### config.mk
export PLATFORM = sky130hd
export DESIGN_NAME = colour_slot_scheduler
export DESIGN_NICKNAME = d
export VERILOG_FILES = /design/src/rtl/colsched_pkg.sv /design/src/rtl/colsched_next_slot.sv /design/src/rtl/colour_slot_scheduler.sv
export SDC_FILE = /design/constraint.sdc
export NUM_CORES = 1
export LEC_CHECK = 0
export BUFFER_PORTS_ARGS = -buffer_cell sky130_fd_sc_hd__buf_2
export CORE_MARGIN = 2
export CORE_UTILIZATION = 40
export DETAILED_ROUTE_END_ITERATION = 10
export SLEW_MARGIN = 40
export SYNTH_ARGS = -nofsm -noshare
export SYNTH_HDL_FRONTEND = slang
export SYNTH_SLANG_ARGS = --single-unit
### constraint.sdc
create_clock -name clk -period 7.2 [get_ports clk]
set_input_delay 1.44 -clock clk [delete_from_list [all_inputs] [get_ports clk]]
set_output_delay 1.44 -clock clk [all_outputs]
set_load 0.05 [all_outputs]
### src/rtl/colsched_pkg.sv
// colsched_pkg -- shared definitions for the colour slot scheduler.
//   * image processor register offsets driven over the Avalon-MM master
//   * CPU slave register offsets (single registers and 4-entry slot groups)
//   * FSM state encoding
//   * maximum number of colour slots supported by the address map
package colsched_pkg;

  localparam int NUM_SLOTS_MAX = 4;
  localparam int SLOT_W        = 2;

  // Image processor register port (word addresses)
  localparam logic [3:0] IP_THR_LOW  = 4'd4;
  localparam logic [3:0] IP_THR_UP   = 4'd5;
  localparam logic [3:0] IP_COM_X    = 4'd7;
  localparam logic [3:0] IP_COM_Y    = 4'd8;
  localparam logic [3:0] IP_COM_MASS = 4'd9;

  // CPU slave single registers
  localparam logic [4:0] CPU_CTRL   = 5'd0;
  localparam logic [4:0] CPU_STATUS = 5'd1;
  localparam logic [4:0] CPU_VALID  = 5'd2;

  // CPU slave per-slot groups, selected by address[4:2]; address[1:0] is the slot
  localparam logic [2:0] CPU_GRP_THR_LO = 3'd1;
  localparam logic [2:0] CPU_GRP_THR_UP = 3'd2;
  localparam logic [2:0] CPU_GRP_COM_X  = 3'd3;
  localparam logic [2:0] CPU_GRP_COM_Y  = 3'd4;
  localparam logic [2:0] CPU_GRP_MASS   = 3'd5;

  typedef enum logic [2:0] {
    ST_IDLE,
    ST_RD_X,
    ST_RD_Y,
    ST_RD_M,
    ST_CAP_M,
    ST_WR_LO,
    ST_WR_UP
  } state_t;

endpackage

### src/rtl/colsched_next_slot.sv
// colsched_next_slot -- combinational round-robin next-set-bit finder.
//   i_mask [3:0]  enabled slots
//   i_cur  [1:0]  current slot
//   o_next [1:0]  first set bit strictly after i_cur, wrapping; i_cur itself
//                 is the last candidate, so a lone bit selects itself.
//                 With an empty mask o_next holds i_cur.
//   o_wrap        selected slot index is lower than or equal to i_cur
module colsched_next_slot
  import colsched_pkg::*;
(
  input  logic [NUM_SLOTS_MAX-1:0] i_mask,
  input  logic [SLOT_W-1:0]        i_cur,
  output logic [SLOT_W-1:0]        o_next,
  output logic                     o_wrap
);

  logic [SLOT_W-1:0]        w_cand [NUM_SLOTS_MAX];
  logic [NUM_SLOTS_MAX-1:0] w_hit;

  // Candidate gi is the slot gi+1 positions after i_cur (modulo the slot count).
  genvar gi;
  for (gi = 0; gi < NUM_SLOTS_MAX; gi++) begin : g_cand
    assign w_cand[gi] = i_cur + SLOT_W'(gi + 1);
    assign w_hit[gi]  = i_mask[w_cand[gi]];
  end

  // Scan from the farthest candidate down so the nearest hit is assigned last.
  always_comb begin
    o_next = i_cur;
    o_wrap = 1'b0;
    for (int k = NUM_SLOTS_MAX - 1; k >= 0; k--) begin
      if (w_hit[k]) begin
        o_next = w_cand[k];
        o_wrap = (w_cand[k] <= i_cur);
      end
    end
  end

endmodule

### src/rtl/colour_slot_scheduler.sv
// colour_slot_scheduler -- time-multiplexes the image processor's threshold /
// centre-of-mass datapath across up to NUM_SLOTS colour classes, one per frame.
// On each frame_done the results of the class just measured are read back
// (skipped on the first frame after enable), then the next class's thresholds
// are programmed.
//   clk, reset_n        clock, synchronous active-low reset
//   frame_done          one-cycle end-of-video-frame pulse
//   s_*                 CPU Avalon-MM slave (5-bit word address, registered read)
//   m_*                 Avalon-MM master to the image processor register port
//   irq                 round-complete interrupt, only when COLSCHED_IRQ_EN is defined
module colour_slot_scheduler
  import colsched_pkg::*;
#(
  parameter int NUM_SLOTS = 4
) (
  input  logic        clk,
  input  logic        reset_n,
  input  logic        frame_done,
  input  logic        s_chipselect,
  input  logic        s_read,
  input  logic        s_write,
  input  logic [4:0]  s_address,
  input  logic [31:0] s_writedata,
  output logic [31:0] s_readdata,
  output logic        m_chipselect,
  output logic        m_read,
  output logic        m_write,
  output logic [3:0]  m_address,
  output logic [31:0] m_writedata,
  input  logic [31:0] m_readdata
`ifdef COLSCHED_IRQ_EN
  ,
  output logic        irq
`endif
);

  state_t                   r_state, w_state_next;
  logic                     r_enable, r_primed;
  logic [NUM_SLOTS_MAX-1:0] r_slot_mask, r_valid, w_valid_next, w_eff_mask;
  logic [SLOT_W-1:0]        r_cur_slot, w_next_slot, w_idx;
  logic [7:0]               r_round_cnt;
  logic [15:0]              r_overrun_cnt;
  logic [23:0]              r_thr_low [NUM_SLOTS_MAX];
  logic [23:0]              r_thr_up  [NUM_SLOTS_MAX];
  logic [31:0]              r_com_x   [NUM_SLOTS_MAX];
  logic [31:0]              r_com_y   [NUM_SLOTS_MAX];
  logic [31:0]              r_mass    [NUM_SLOTS_MAX];
  logic [31:0]              r_readdata, w_rdata;
  logic                     w_wrap, w_round_inc, w_cpu_wr, w_cpu_rd, w_irq_pending;
  logic                     w_unused_wdata;

  assign w_cpu_wr       = s_chipselect & s_write;
  assign w_cpu_rd       = s_chipselect & s_read;
  assign w_idx          = s_address[1:0];
  assign s_readdata     = r_readdata;
  assign w_unused_wdata = ^s_writedata[31:24];

  // Slots beyond NUM_SLOTS are never scheduled, whatever the CPU writes.
  genvar gi;
  for (gi = 0; gi < NUM_SLOTS_MAX; gi++) begin : g_mask
    if (gi < NUM_SLOTS) begin : g_on
      assign w_eff_mask[gi] = r_slot_mask[gi];
    end else begin : g_off
      assign w_eff_mask[gi] = 1'b0;
    end
  end

  colsched_next_slot u_next_slot (
    .i_mask (w_eff_mask),
    .i_cur  (r_cur_slot),
    .o_next (w_next_slot),
    .o_wrap (w_wrap)
  );

  assign w_round_inc = (r_state == ST_CAP_M) && w_wrap;

  // ---------------- FSM ----------------
  always_ff @(posedge clk) begin
    if (!reset_n) r_state <= ST_IDLE;
    else          r_state <= w_state_next;
  end

  always_comb begin
    w_state_next = r_state;
    m_chipselect = 1'b0;
    m_read       = 1'b0;
    m_write      = 1'b0;
    m_address    = '0;
    m_writedata  = '0;
    case (r_state)
      ST_IDLE: begin
        if (frame_done && r_enable && (w_eff_mask != '0))
          w_state_next = r_primed ? ST_RD_X : ST_WR_LO;
      end
      ST_RD_X: begin
        m_chipselect = 1'b1;
        m_read       = 1'b1;
        m_address    = IP_COM_X;
        w_state_next = ST_RD_Y;
      end
      ST_RD_Y: begin
        m_chipselect = 1'b1;
        m_read       = 1'b1;
        m_address    = IP_COM_Y;
        w_state_next = ST_RD_M;
      end
      ST_RD_M: begin
        m_chipselect = 1'b1;
        m_read       = 1'b1;
        m_address    = IP_COM_MASS;
        w_state_next = ST_CAP_M;
      end
      ST_CAP_M: w_state_next = ST_WR_LO;
      ST_WR_LO: begin
        m_chipselect = 1'b1;
        m_write      = 1'b1;
        m_address    = IP_THR_LOW;
        m_writedata  = {8'd0, r_thr_low[r_cur_slot]};
        w_state_next = ST_WR_UP;
      end
      ST_WR_UP: begin
        m_chipselect = 1'b1;
        m_write      = 1'b1;
        m_address    = IP_THR_UP;
        m_writedata  = {8'd0, r_thr_up[r_cur_slot]};
        w_state_next = ST_IDLE;
      end
      default: w_state_next = ST_IDLE;
    endcase
  end

  // Sticky result-valid bits: a new result wins over a same-cycle clear.
  always_comb begin
    w_valid_next = r_valid;
    if (w_cpu_wr && (s_address == CPU_VALID))
      w_valid_next = w_valid_next & ~s_writedata[NUM_SLOTS_MAX-1:0];
    if (r_state == ST_CAP_M)
      w_valid_next[r_cur_slot] = 1'b1;
  end

`ifdef COLSCHED_IRQ_EN
  logic r_irq;
  // Set has priority so a round completing during a clear is not lost.
  always_ff @(posedge clk) begin
    if (!reset_n)
      r_irq <= 1'b0;
    else if (w_round_inc)
      r_irq <= 1'b1;
    else if (w_cpu_wr && (s_address == CPU_VALID) && s_writedata[4])
      r_irq <= 1'b0;
  end
  assign irq           = r_irq;
  assign w_irq_pending = r_irq;
`else
  assign w_irq_pending = 1'b0;
`endif

  // ---------------- CPU read mux ----------------
  always_comb begin
    w_rdata = '0;
    case (s_address)
      CPU_CTRL:   w_rdata = {20'd0, r_slot_mask, 7'd0, r_enable};
      CPU_STATUS: w_rdata = {r_overrun_cnt, r_round_cnt, 6'd0, r_cur_slot};
      CPU_VALID:  w_rdata = {27'd0, w_irq_pending, r_valid};
      default: begin
        case (s_address[4:2])
          CPU_GRP_THR_LO: w_rdata = {8'd0, r_thr_low[w_idx]};
          CPU_GRP_THR_UP: w_rdata = {8'd0, r_thr_up[w_idx]};
          CPU_GRP_COM_X:  w_rdata = r_com_x[w_idx];
          CPU_GRP_COM_Y:  w_rdata = r_com_y[w_idx];
          CPU_GRP_MASS:   w_rdata = r_mass[w_idx];
          default:        w_rdata = '0;
        endcase
      end
    endcase
  end

  // ---------------- registers ----------------
  always_ff @(posedge clk) begin
    if (!reset_n) begin
      r_enable      <= 1'b0;
      r_slot_mask   <= '0;
      r_primed      <= 1'b0;
      r_cur_slot    <= '0;
      r_round_cnt   <= '0;
      r_overrun_cnt <= '0;
      r_valid       <= '0;
      r_readdata    <= '0;
      for (int k = 0; k < NUM_SLOTS_MAX; k++) begin
        r_thr_low[k] <= '0;
        r_thr_up[k]  <= '0;
        r_com_x[k]   <= '0;
        r_com_y[k]   <= '0;
        r_mass[k]    <= '0;
      end
    end else begin
      r_valid <= w_valid_next;
      if (w_cpu_rd) r_readdata <= w_rdata;

      if (w_cpu_wr) begin
        if (s_address == CPU_CTRL) begin
          r_enable    <= s_writedata[0];
          r_slot_mask <= s_writedata[11:8];
        end
        if (s_address[4:2] == CPU_GRP_THR_LO) r_thr_low[w_idx] <= s_writedata[23:0];
        if (s_address[4:2] == CPU_GRP_THR_UP) r_thr_up[w_idx]  <= s_writedata[23:0];
      end

      // A frame ending while a sequence is still running is dropped and counted.
      if (frame_done && (r_state != ST_IDLE) && (r_overrun_cnt != 16'hFFFF))
        r_overrun_cnt <= r_overrun_cnt + 16'd1;

      // Each read result arrives the cycle after its m_read.
      case (r_state)
        ST_RD_Y:  r_com_x[r_cur_slot] <= m_readdata;
        ST_RD_M:  r_com_y[r_cur_slot] <= m_readdata;
        ST_CAP_M: begin
          r_mass[r_cur_slot] <= m_readdata;
          r_cur_slot         <= w_next_slot;
        end
        ST_WR_UP: r_primed <= 1'b1;
        default: ;
      endcase

      if (w_round_inc) r_round_cnt <= r_round_cnt + 8'd1;

      // Re-enabling discards the stale programming: next frame is program-only.
      if (w_cpu_wr && (s_address == CPU_CTRL) && s_writedata[0] && !r_enable)
        r_primed <= 1'b0;
    end
  end

endmodule

After elaboration in Yosys (flattened, before gate mapping)
Memory sizes are Yosys's and may differ from the RTL's. A register that Yosys moved wholly into a read port is not among the register bits.
Cells that the tools add are included.
{ "op_classes": {"n_addsub": 5, "magnitude_cmp": 9, "eq_ne": 15, "muxes": 66, "bitwise": 6, "n_reduce_logical": 27} }
{ "ops": {"columns": ["operator", "count"], "rows": [
  ["$pmux 32 s5", 1],
  ["$mux 32", 3],
  ["$pmux 32 s3", 1],
  ["$reduce_or 32->1", 3],
  ["$mux 24", 2],
  ["$pmux 24 s2", 1],
  ["$reduce_or 24->1", 2],
  ["$mux 1", 35],
  ["$mux 2", 12],
  ["$pmux 4 s5", 1],
  ["$pmux 3 s6", 1],
  ["$add 16x1->16 const B", 1],
  ["$ne 16x16->1 const B", 1],
  ["$eq 3x3->1 const B", 5],
  ["$eq 3x2->1 const B", 4],
  ["$lt 2x3->1 const B", 4],
  ["$logic_and 1x1->1", 10],
  ["$add 8x1->8 const B", 1],
  ["$bmux 1 s2", 4],
  ["$le 2x2->1", 4],
  ["$mux 4", 2],
  ["$eq 3x1->1 const B", 2],
  ["$mux 3", 2],
  ["$reduce_bool 3->1", 2],
  ["other kinds (20)", 24]
]} }
{ "word_totals": {"reg_bits": 71, "ram_bits": 576, "out_inout_bits": 71, "memories": 5} }
{ "mem_list": {"columns": ["memory", "words", "width", "rd", "rd_ports_with_merged_regs", "write_ports", "line", "source"], "rows": [
  ["r_com_x", 4, 32, 1, 0, 4, "colour_slot_scheduler.sv:45", "logic [31:0] r_com_x [NUM_SLOTS_MAX];"],
  ["r_com_y", 4, 32, 1, 0, 4, "colour_slot_scheduler.sv:46", "logic [31:0] r_com_y [NUM_SLOTS_MAX];"],
  ["r_mass", 4, 32, 1, 0, 4, "colour_slot_scheduler.sv:47", "logic [31:0] r_mass [NUM_SLOTS_MAX];"],
  ["r_thr_low", 4, 24, 2, 1, 4, "colour_slot_scheduler.sv:43", "logic [23:0] r_thr_low [NUM_SLOTS_MAX];"],
  ["r_thr_up", 4, 24, 2, 1, 4, "colour_slot_scheduler.sv:44", "logic [23:0] r_thr_up [NUM_SLOTS_MAX];"]
]} }

Depth between registers and ports, before layout
{ "logic_depth": {"word_depth": 8, "ltp_mapped": 11, "depth_no_buf": 8} }

Hierarchy
A second synthesis with hierarchy kept.
{ "hier_totals": {"hier_cells": 2275, "hier_area_um2": 30411.7} }
{ "modules_own_cells": {"columns": ["mod", "instances", "cells_per_inst", "area_per_inst_um2", "seq_area_each_um2"], "rows": [
  ["colour_slot_scheduler", 1, 2246, 30158.9, 18758.0],
  ["colsched_next_slot", 1, 29, 252.7, 0.0]
]} }

Worst setup path before layout
Ideal clock, no wire load.
{ "synth_path": {"path_type": "in2reg", "start": "input s_address[0]", "end": "memory r_thr_low[3][0] (enable)", "arrival_ps": 4276, "setup_slack_ps": 2485, "path_stages": 6, "path_cell_list": "clkbuf_1 buf_2 buf_2 buf_2 nand2_1 o21ai_0"} }
{ "synth_rtl": {"columns": ["item", "line", "source"], "rows": [
  ["start, declared", "colour_slot_scheduler.sv:22", "input logic [4:0] s_address,"],
  ["end, declared", "colour_slot_scheduler.sv:43", null]
]} }

==> impl_metrics.csv <==
group,metric,value,unit
drt,wl_per_cell,28.3,um
grt,grt_max_degree,100,
clock_tree,clk_path_buf_depth,3,
drt,num_vias,19535,
synthesis,synthCells,2178,
synthesis,synth_compound_area_frac,0.0430,
grt,antenna_found_initial,8,
layout,final_nets,2302,
clock_tree,post-cts-setup-buffers,0,
power_and_ir_drop,pwr-share-seq,0.487,
sta,drv_slew,0,
placement,post-place-ws,2.84,ns
drt,drtAntennaViolNets,0,
synthesis,ys_seq_area_frac,0.605,
grt,track_usage,0.237,
synthesis,synthXorXnorAreaFrac,0.00480,
placement,gp_congestion,0.817,
clock_tree,postCtsResizedCells,0,
sta,setup_viol,0,
sta,fmax,223,MHz
critical_path,setup.worst_path.class,"flop to primary output",
sta,grt_setup_unrepaired,"no",
critical_path,critPathBufInv,2,
synthesis,synth_area_per_cell,14.2,um2
critical_path,cp_max_fo,30,
synthesis,yosysWarnings,0,
grt,grt_pass1_vias,19626,
critical_path,crit_family,"buffers and inverters",
power_and_ir_drop,swShare,0.258,
synthesis,muxShareOfSynthArea,0.160,
synthesis,async_reset_ff_frac,0,
floorplanning,core_area,77100,um2
run,cap_violations,0,
power_and_ir_drop,netSwitchingPower,2.34,mW
grt,grt-ovfl-total,0,
sta,slew-limit-headroom,0.442,
sta,setup_tns,0,ns
clock_tree,cts_buffers,70,
outcome,status,"complete, no violations",
drt,drc,0,
critical_path,path_cells,"buf_4 -> mux4_2 -> a22o_1 -> buf_2",
synthesis,synth_edf_count,576,
synthesis,synth_top_family_by_area,"multiplexers",
power_and_ir_drop,internal-power,6.75,mW
clock_tree,h-tree-depth,3,
clock_tree,cts_root_buf,"clkbuf_16",
drt,vias_per_cell,5.88,
critical_path,arrival,3.04,ns
critical_path,end_kind,"primary output",
drt,wl,94100,um
synthesis,synthAdderAreaFrac,0.00282,
layout,final_common_cell,"edfxtp_1",
sta,period_share,0.622,
clock_tree,cts_tree,"yes",
floorplanning,dieArea,79800,um2
placement,placed_area,32900,um2
floorplanning,start_util,0.402,
hold_path,holdCritPathClass,"flop to flop",
layout,drive_above_1_share,0.244,
power_and_ir_drop,p_comb_frac,0.121,
clock_tree,hold_buffers,0,
drt,dr.pass1.iters,5,
sta,tightest_slew,0.838,ns
clock_tree,cts.clk_slew.worst_paths,0.06,ns
critical_path,cp-start-kind,"flop",
layout,layout_common_cells,"edfxtp_1 (576), and2_1 (329), and3_1 (253), mux4_2 (193), buf_2 (126)",
synthesis,ys.flop_type,"edfxtp_1",
synthesis,syn-cell-area,31000,um2
critical_path,critical-path-max-stage-delay,0.64,ns
synthesis,synth_seq_cells,649,
floorplanning,die_h,282,um
layout,fin_area,35200,um2
placement,io_buffers,129,
sta,finalHoldViolations,0,
power_and_ir_drop,power_density,258,nW/um2
floorplanning,rows,102,
grt,grt_pass1_wl,136000,um
sta,setup_ws,2.72,ns
floorplanning,die_w,282,um
layout,fillCellCount,6805,
power_and_ir_drop,irDropWorstVdd,0.000169,V
placement,dp_hpwl,56400,um
power_and_ir_drop,leakagePower,13.2,nW
clock_tree,insertion_delay,0.61,ns
floorplanning,io_pins,146,
synthesis,synthSimpleGateAreaFrac,0.152,
drt,first_iter_violations,2115,
synthesis,synthDistinctLibCells,60,
layout,area_delta_synth_final,13.4,%
critical_path,slowest_stage,"buf_4",
critical_path,crit_required,5.76,ns
sta,min_period,4.48,ns
sta,fin_worst_skew,0.0184,ns
clock_tree,clock-sinks,649,
power_and_ir_drop,clkPwrFrac,0.392,
[worst paths after layout]
kind	startpoint	to	slack, ns	depth (start not counted)
hold reg to reg	s_readdata[7]	s_readdata[7]	0.48	2
hold / removal	s_readdata[7]	s_readdata[7]	0.48	2
setup reg to reg	r_cur_slot[1]	r_round_cnt[7]	3.80	8
setup / recovery	flop	m_writedata[20]	2.72	4
[worst reg2reg max path: cells and delay by family, from the launching register on]
kind / cells / cell delay [ns]
adders and majority gates: 1 / 0.54
buffers and inverters: 1 / 0.28
and+or+nand+nor: 1 / 0.50
AOI/OAI and AO/OA: 4 / 1.00
DFF: 1 / 0.65
muxes: 1 / 0.34
[layer usage]
| metal | track usage | vias up | share of wire |
|---|---|---|---|
| li1 | - | 8370 | - |
| met1 | 0.322 | 10132 | 0.41 |
| met2 | 0.386 | 882 | 0.48 |
| met3 | 0.0415 | 145 | 0.083 |
| met4 | 0.0840 | 6 | 0.031 |
| met5 | 0 | - | 0.00044 |
[Yosys cell counts (5+ instances only)]
master    count  area (um2)
mux2i_1      35         350
o221ai_1     12         105
nand2b_1      7        43.8
nor3_1       10        50.1
a22o_1       24         210
and3_1      253        1580
or3_1         7        43.8
edfxtp_1    576       17300
a21oi_1      51         255
inv_1        10        37.5
and2_1      330        2060
a221oi_1     10        87.6
ha_1          7        87.6
nor4_1        5        31.3
nor2b_1       8        50.1
o22a_1        8        70.1
nand2_1      78         293
a22oi_1      24         180
dfxtp_1      73        1460
buf_1        13        48.8
xnor2_1      14         123
nor2_1       73         274
buf_4         9        67.6
o31ai_1       8        60.1
mux2_2       22         248
o21ai_0      47         235
mux4_2      193        4350
clkbuf_1    175         657
nand3_1      24         120
buf_2        19        95.1
or4_1         5        37.5
[kinds of logic (layout without fill, tap and decap cells)]
| logic type | count (synthesis) | in the layout |
|---|---|---|
| AND/OR/NAND/NOR | 814 | 814 |
| adder cells (fa/ha/maj) | 7 | 7 |
| other | 1 | 12 |
| flip-flops | 649 | 649 |
| buffers and inverters | 237 | 328 |
| multiplexers | 252 | 252 |
| XOR/XNOR | 17 | 17 |
| AO/OA/AOI/OAI | 201 | 201 |
[power by group through the flow]
| stage | logic (mW) | registers [mW] | clock network, mW |
|---|---|---|---|
| 2_1_floorplan | 0.670 | 4.49 | 0 |
| 3_3_place_gp | 1.06 | 4.49 | 0 |
| 3_5_place_dp | 1.09 | 4.50 | 0 |
| 4_1_cts | 1.09 | 4.43 | 3.61 |
| 5_1_grt | 1.15 | 4.45 | 3.75 |
| 6_report | 1.10 | 4.43 | 3.57 |
[cell type report]
type,count,area [um2],area share
diodes,4,10.0,0.000285
clock buffers,93,1960,0.0558
clock inverters,35,279,0.00793
inverters,13,51.3,0.00146
multi-input cells,1299,11600,0.329
flip-flops and latches,649,18800,0.534
well taps,1040,1300,0.0370
repair buffers,187,1230,0.0349
[metrics by stage]
step                 util  power, mW  hold slack (ns)  instances
floorplan               -       5.16            0.445       2185
global route        0.456       9.35            0.500       3318
finish              0.456       9.09            0.483       3320
CTS                 0.456       9.13            0.491       3316
global placement    0.425       5.55            0.469       3181
detailed placement  0.427       5.59            0.476       3188
[sequential cells by signal, indices dropped and copies added (netlist names), named ones only]
register       cells
r_overrun_cnt     16
r_round_cnt        8
r_thr_up          96
r_com_x          128
r_valid            4
r_com_y          128
r_primed           1
r_state            3
r_thr_low         96
r_enable           1
r_mass           128
r_slot_mask        4
s_readdata        32
r_cur_slot         2
Power figures use the tool's default switching activity.
